==> config.mk <==
export PLATFORM = sky130hd
export DESIGN_NAME = mesh_term_src_flat
export DESIGN_NICKNAME = d
export VERILOG_FILES = /design/src/rtl/mesh_term_src_if.sv /design/src/rtl/mesh_term_src.sv /design/src/flat_wrapper.sv
export SDC_FILE = /design/constraint.sdc
export NUM_CORES = 1
export LEC_CHECK = 0
export ABC_AREA = 1
export BUFFER_PORTS_ARGS = -buffer_cell sky130_fd_sc_hd__buf_2
export CAP_MARGIN = 25
export CORE_MARGIN = 2
export CORE_UTILIZATION = 38
export DETAILED_ROUTE_END_ITERATION = 10
export HOLD_SLACK_MARGIN = 0.02
export PLACE_DENSITY = 0.57
export SLEW_MARGIN = 20
export SYNTH_ARGS = -nofsm -noshare
export SYNTH_HDL_FRONTEND = slang
export SYNTH_SLANG_ARGS = --single-unit
==> constraint.sdc <==
create_clock -name clk -period 3 [get_ports clk]
set_input_delay 0.15 -clock clk [delete_from_list [all_inputs] [get_ports clk]]
set_output_delay 0.15 -clock clk [all_outputs]
set_load 0.1 [all_outputs]
==> src/rtl/mesh_term_src_if.sv <==
// Terminal-source bundle: environment write side plus router
// pndng/data/pop side and status.
interface mesh_term_src_if #(
  parameter int PCKG_SZ = 40,
  parameter int DEPTH   = 8
);
  localparam int CW = $clog2(DEPTH + 1);

  logic               push;
  logic [PCKG_SZ-1:0] data_in;
  logic               full;
  logic [CW-1:0]      count;
  logic               popin;
  logic               pndng;
  logic [PCKG_SZ-1:0] data_out;
  logic               overflow;
  logic               underflow;
  logic [15:0]        sent_cnt;

  modport master (
    output push, data_in, popin,
    input  full, count, pndng, data_out,
    input  overflow, underflow, sent_cnt
  );

  modport slave (
    input  push, data_in, popin,
    output full, count, pndng, data_out,
    output overflow, underflow, sent_cnt
  );
endinterface

==> src/rtl/mesh_term_src.sv <==
// Terminal-side packet source: FWFT FIFO feeding one mesh
// router input port over the pndng/data/pop handshake.
module mesh_term_src #(
  parameter int PCKG_SZ = 40,
  parameter int DEPTH   = 8,
  parameter int ID      = 0
) (
  input logic           clk,
  input logic           reset,
  mesh_term_src_if.slave t
);
  localparam int CW = $clog2(DEPTH + 1);
  localparam int AW = $clog2(DEPTH);

  logic [PCKG_SZ-1:0] mem_q [DEPTH];
  logic [AW-1:0]      rd_q, rd_d;
  logic [AW-1:0]      wr_q, wr_d;
  logic [CW-1:0]      count_q, count_d;
  logic               ovf_q, ovf_d;
  logic               unf_q, unf_d;
  logic [15:0]        sent_q, sent_d;
  logic               full, pndng;
  logic               pop_ok, push_ok;

  assign pndng   = (count_q != '0);
  assign full    = (count_q == CW'(DEPTH));
  assign pop_ok  = t.popin && pndng;
  // A full FIFO still takes a push when the head leaves this cycle
  assign push_ok = t.push && (!full || pop_ok);

  always_comb begin
    rd_d    = rd_q;
    wr_d    = wr_q;
    count_d = count_q;
    ovf_d   = ovf_q;
    unf_d   = unf_q;
    sent_d  = sent_q;
    if (pop_ok) begin
      rd_d   = rd_q + AW'(1);
      sent_d = sent_q + 16'd1;
    end
    if (push_ok)
      wr_d = wr_q + AW'(1);
    if (push_ok && !pop_ok)
      count_d = count_q + CW'(1);
    else if (pop_ok && !push_ok)
      count_d = count_q - CW'(1);
    if (t.push && !push_ok)
      ovf_d = 1'b1;
    if (t.popin && !pndng)
      unf_d = 1'b1;
  end

  always_ff @(posedge clk or posedge reset) begin
    if (reset) begin
      rd_q    <= '0;
      wr_q    <= '0;
      count_q <= '0;
      ovf_q   <= 1'b0;
      unf_q   <= 1'b0;
      sent_q  <= '0;
    end else begin
      rd_q    <= rd_d;
      wr_q    <= wr_d;
      count_q <= count_d;
      ovf_q   <= ovf_d;
      unf_q   <= unf_d;
      sent_q  <= sent_d;
    end
  end

  // Storage is deliberately left uninitialised by reset
  always_ff @(posedge clk) begin
    if (push_ok)
      mem_q[wr_q] <= t.data_in;
  end

  assign t.full      = full;
  assign t.count     = count_q;
  assign t.pndng     = pndng;
  assign t.data_out  = pndng ? mem_q[rd_q] : '0;
  assign t.overflow  = ovf_q;
  assign t.underflow = unf_q;
  assign t.sent_cnt  = sent_q;
endmodule
==> src/flat_wrapper.sv <==
// flat-port wrapper written by rule: the top's interface ports become plain ports
module mesh_term_src_flat 
#(
  parameter int PCKG_SZ = 40,
  parameter int DEPTH   = 8,
  parameter int ID      = 0
)
  (clk, reset, t_push, t_data_in, t_popin, t_full, t_count, t_pndng, t_data_out, t_overflow, t_underflow, t_sent_cnt);
  mesh_term_src_if #(.PCKG_SZ(PCKG_SZ), .DEPTH(DEPTH)) t_i ();
  input logic clk;
  input logic reset;
  input wire logic [$bits(t_i.push)-1:0] t_push;
  input wire logic [$bits(t_i.data_in)-1:0] t_data_in;
  input wire logic [$bits(t_i.popin)-1:0] t_popin;
  output wire logic [$bits(t_i.full)-1:0] t_full;
  output wire logic [$bits(t_i.count)-1:0] t_count;
  output wire logic [$bits(t_i.pndng)-1:0] t_pndng;
  output wire logic [$bits(t_i.data_out)-1:0] t_data_out;
  output wire logic [$bits(t_i.overflow)-1:0] t_overflow;
  output wire logic [$bits(t_i.underflow)-1:0] t_underflow;
  output wire logic [$bits(t_i.sent_cnt)-1:0] t_sent_cnt;
  assign t_i.push = t_push;
  assign t_i.data_in = t_data_in;
  assign t_i.popin = t_popin;
  assign t_full = t_i.full;
  assign t_count = t_i.count;
  assign t_pndng = t_i.pndng;
  assign t_data_out = t_i.data_out;
  assign t_overflow = t_i.overflow;
  assign t_underflow = t_i.underflow;
  assign t_sent_cnt = t_i.sent_cnt;
  mesh_term_src #(.PCKG_SZ(PCKG_SZ), .DEPTH(DEPTH), .ID(ID)) u_core (.clk(clk), .reset(reset), .t(t_i));
endmodule
==> metrics.cfg <==
[logic_synthesis]
synth_area_mm2=0.0142
yosysSeqAreaShare=0.725
synth_cell_type_count=29
synth_nets=1267
syn_inst=1216
synth_warnings=0
ys.flop_type=edfxtp_1
synth-edff-count=320
ys_ff_latch=348
syn_avg_cell_area_um2=11.7
synth-async-reset-ratio=0.0805

[finish]
mostFrequentLayoutCell=nor2_1
mostFrequentLayoutCells=337 x nor2_1, 320 x edfxtp_1, 114 x o21ai_1
post-route-util=0.478
drive_gt1_frac=0.165
nets=1410
n_antenna_cell=0
area_growth_pct=23.6

[timing]
fin_crit_ns=2.68
max_slew_margin=0.373
setup_tns_ns=0
tightest_slew_ns=0.940
whs_ns=0.295
fin_skew_ns=0.0129
period_share=0.893
drv_slew=0
grt_setup_unrepaired=no
hold_viol=0
max_freq_ghz=0.373
setup_viol=0

[setup_path]
cp.required_ns=2.85
worstSetupPathType=register to output port
crit_path_cell_trace=inv_4 -> buf_4 -> o21ai_0 -> o21ai_1 -> nor2_1 -> nor2_2 -> buf_12
cpPeakStageDelay_ns=0.63
slowest_stage=dfrtp_4
path_delay_family=buffers and inverters
end_kind=output port
worstPathMaxFanout=34
cp_num_buf_inv=3
cp.arrival_ns=2.53
start_kind=register

[die]
core_mm2=0.0368
fp.dieArea_mm2=0.0390
die_h_um=198
io_pins=108
start_util=0.387
rows=70
die_w_um=198

[placed_design]
portBuffers=107
globalplace.congestion=0.785
dpl.hpwl_um=16100

[clock_tree]
cts_setup_buffers=0
cts_tree=built
numCtsBuffers=37
clock_path_buffers=3
cts_root_buffer=clkbuf_16
clkSinkCount=348
clock_latency_ns=0.53
post_cts_resized=0
htree_levels=2
clkSlewWorstSetupHoldPaths_ns=0.05
ctsHoldBuffers=44

[drt]
dr.pass1.iters=4
vias_per_cell=4.87
post_drt_wl_per_cell_um=16.9
postRouteAntennaNets=0
num_vias=9043
routed_wirelength_um=31400
drt_iter0_markers=524
drc=0

[global_route]
antenna_found_initial=1
grt.overflow.total=0
first_global_vias=9006
grt.total_usage=0.164
grt_pass1_wl_um=49900
grt_max_degree=122

[run_status]
outcome=complete, no violations

[min_path]
min_path_type=input pin to async pin

[job]
maxCapViolCount=0

==> layer usage <==
| layer | up-vias | global-route usage | share of wire |
|---|---|---|---|
| li1 | 4495 | - | - |
| met3 | 62 | 0.0225 | 0.040 |
| met4 | 2 | 0.0485 | 0.025 |
| met5 | - | 0 | 0.00041 |
| met2 | 183 | 0.285 | 0.49 |
| met1 | 4301 | 0.213 | 0.45 |
==> registers in the layout, indices dropped and copies added (netlist names) <==
name	count
u_core.t.sent_cnt	16
u_core.rd_q	3
u_core.wr_q	3
u_core.t.count	4
u_core.mem_q	320
u_core.t.overflow	1
u_core.t.underflow	1
==> cell families (layout without fill, tap and decap cells) <==
family / Yosys count / in the layout / share of synthesized area
AOI/OAI and AO/OA: 205 / 205 / 0.0725
xor gates and xnor gates: 14 / 14 / 0.00862
adders and majority gates: 7 / 7 / 0.00668
buffers and inverters: 89 / 260 / 0.0333
DFF: 348 / 348 / 0.725
and+or+nand+nor: 553 / 553 / 0.154
==> worst register-to-register path: stages (launching register included) <==
cell,delay (ns)
dfrtp_1,0.44
nor2_1,0.24
nand4_1,0.11
nand2_1,0.12
inv_1,0.11
ha_1,0.24
inv_1,0.11
ha_1,0.27
or2_2,0.28
nand2_1,0.08
xnor2_1,0.11
nand2_1,0.06
nand2_1,0.06
==> path summary, 6_finish.rpt <==
| path | from | endpoint | slack [ns] | depth (start not counted) |
|---|---|---|---|---|
| hold / removal | reset | u_core.t.sent_cnt[3] | 0.29 | 3 |
| max in group asynchronous | reset | u_core.rd_q[0] | 2.05 | 4 |
| min in group clk | t_data_in[28] | u_core.mem_q[6][28] | 0.44 | 2 |
| setup reg to reg | u_core.t.count[0] | u_core.t.count[3] | 0.73 | 12 |
| setup / recovery | u_core.rd_q[0] | t_data_out[6] | 0.32 | 7 |
| hold reg to reg | u_core.t.underflow | u_core.t.underflow | 0.48 | 1 |
==> synthesized netlist by cell type, types with 7 or more instances <==
cell type / count / area (um2)
buf_1: 10 / 37.5
buf_2: 20 / 100
buf_6: 12 / 135
clkbuf_1: 19 / 71.3
dfrtp_1: 28 / 701
edfxtp_1: 320 / 9610
inv_1: 22 / 82.6
nand2_1: 105 / 394
nand3_1: 48 / 240
nand4_1: 8 / 50.1
nor2_1: 383 / 1440
o21ai_0: 89 / 445
o21ai_1: 114 / 571
xnor2_1: 7 / 61.3
xor2_1: 7 / 61.3
==> area by class of cell <==
class	instances	area (um2)
fill	3258	19200
sequential	348	10300
multi-input combinational	779	3600
timing repair buffer	169	1860
clock buffer	49	992
tap	468	586
clock inverter	18	128
inverter	24	92.6
==> through the flow <==
stage,cells,instance area [um2],setup slack (ns)
floorplan,1216,14400,0.0506
global placement,1744,16000,0.812
detailed placement,1744,16000,0.777
CTS,1855,17600,0.294
global route,1855,17600,0.112
finish,1855,17600,0.322
Power is left out: the tool's default activity adds up to more than one toggle a clock period on the data nets, which glitch-free logic cannot reach.
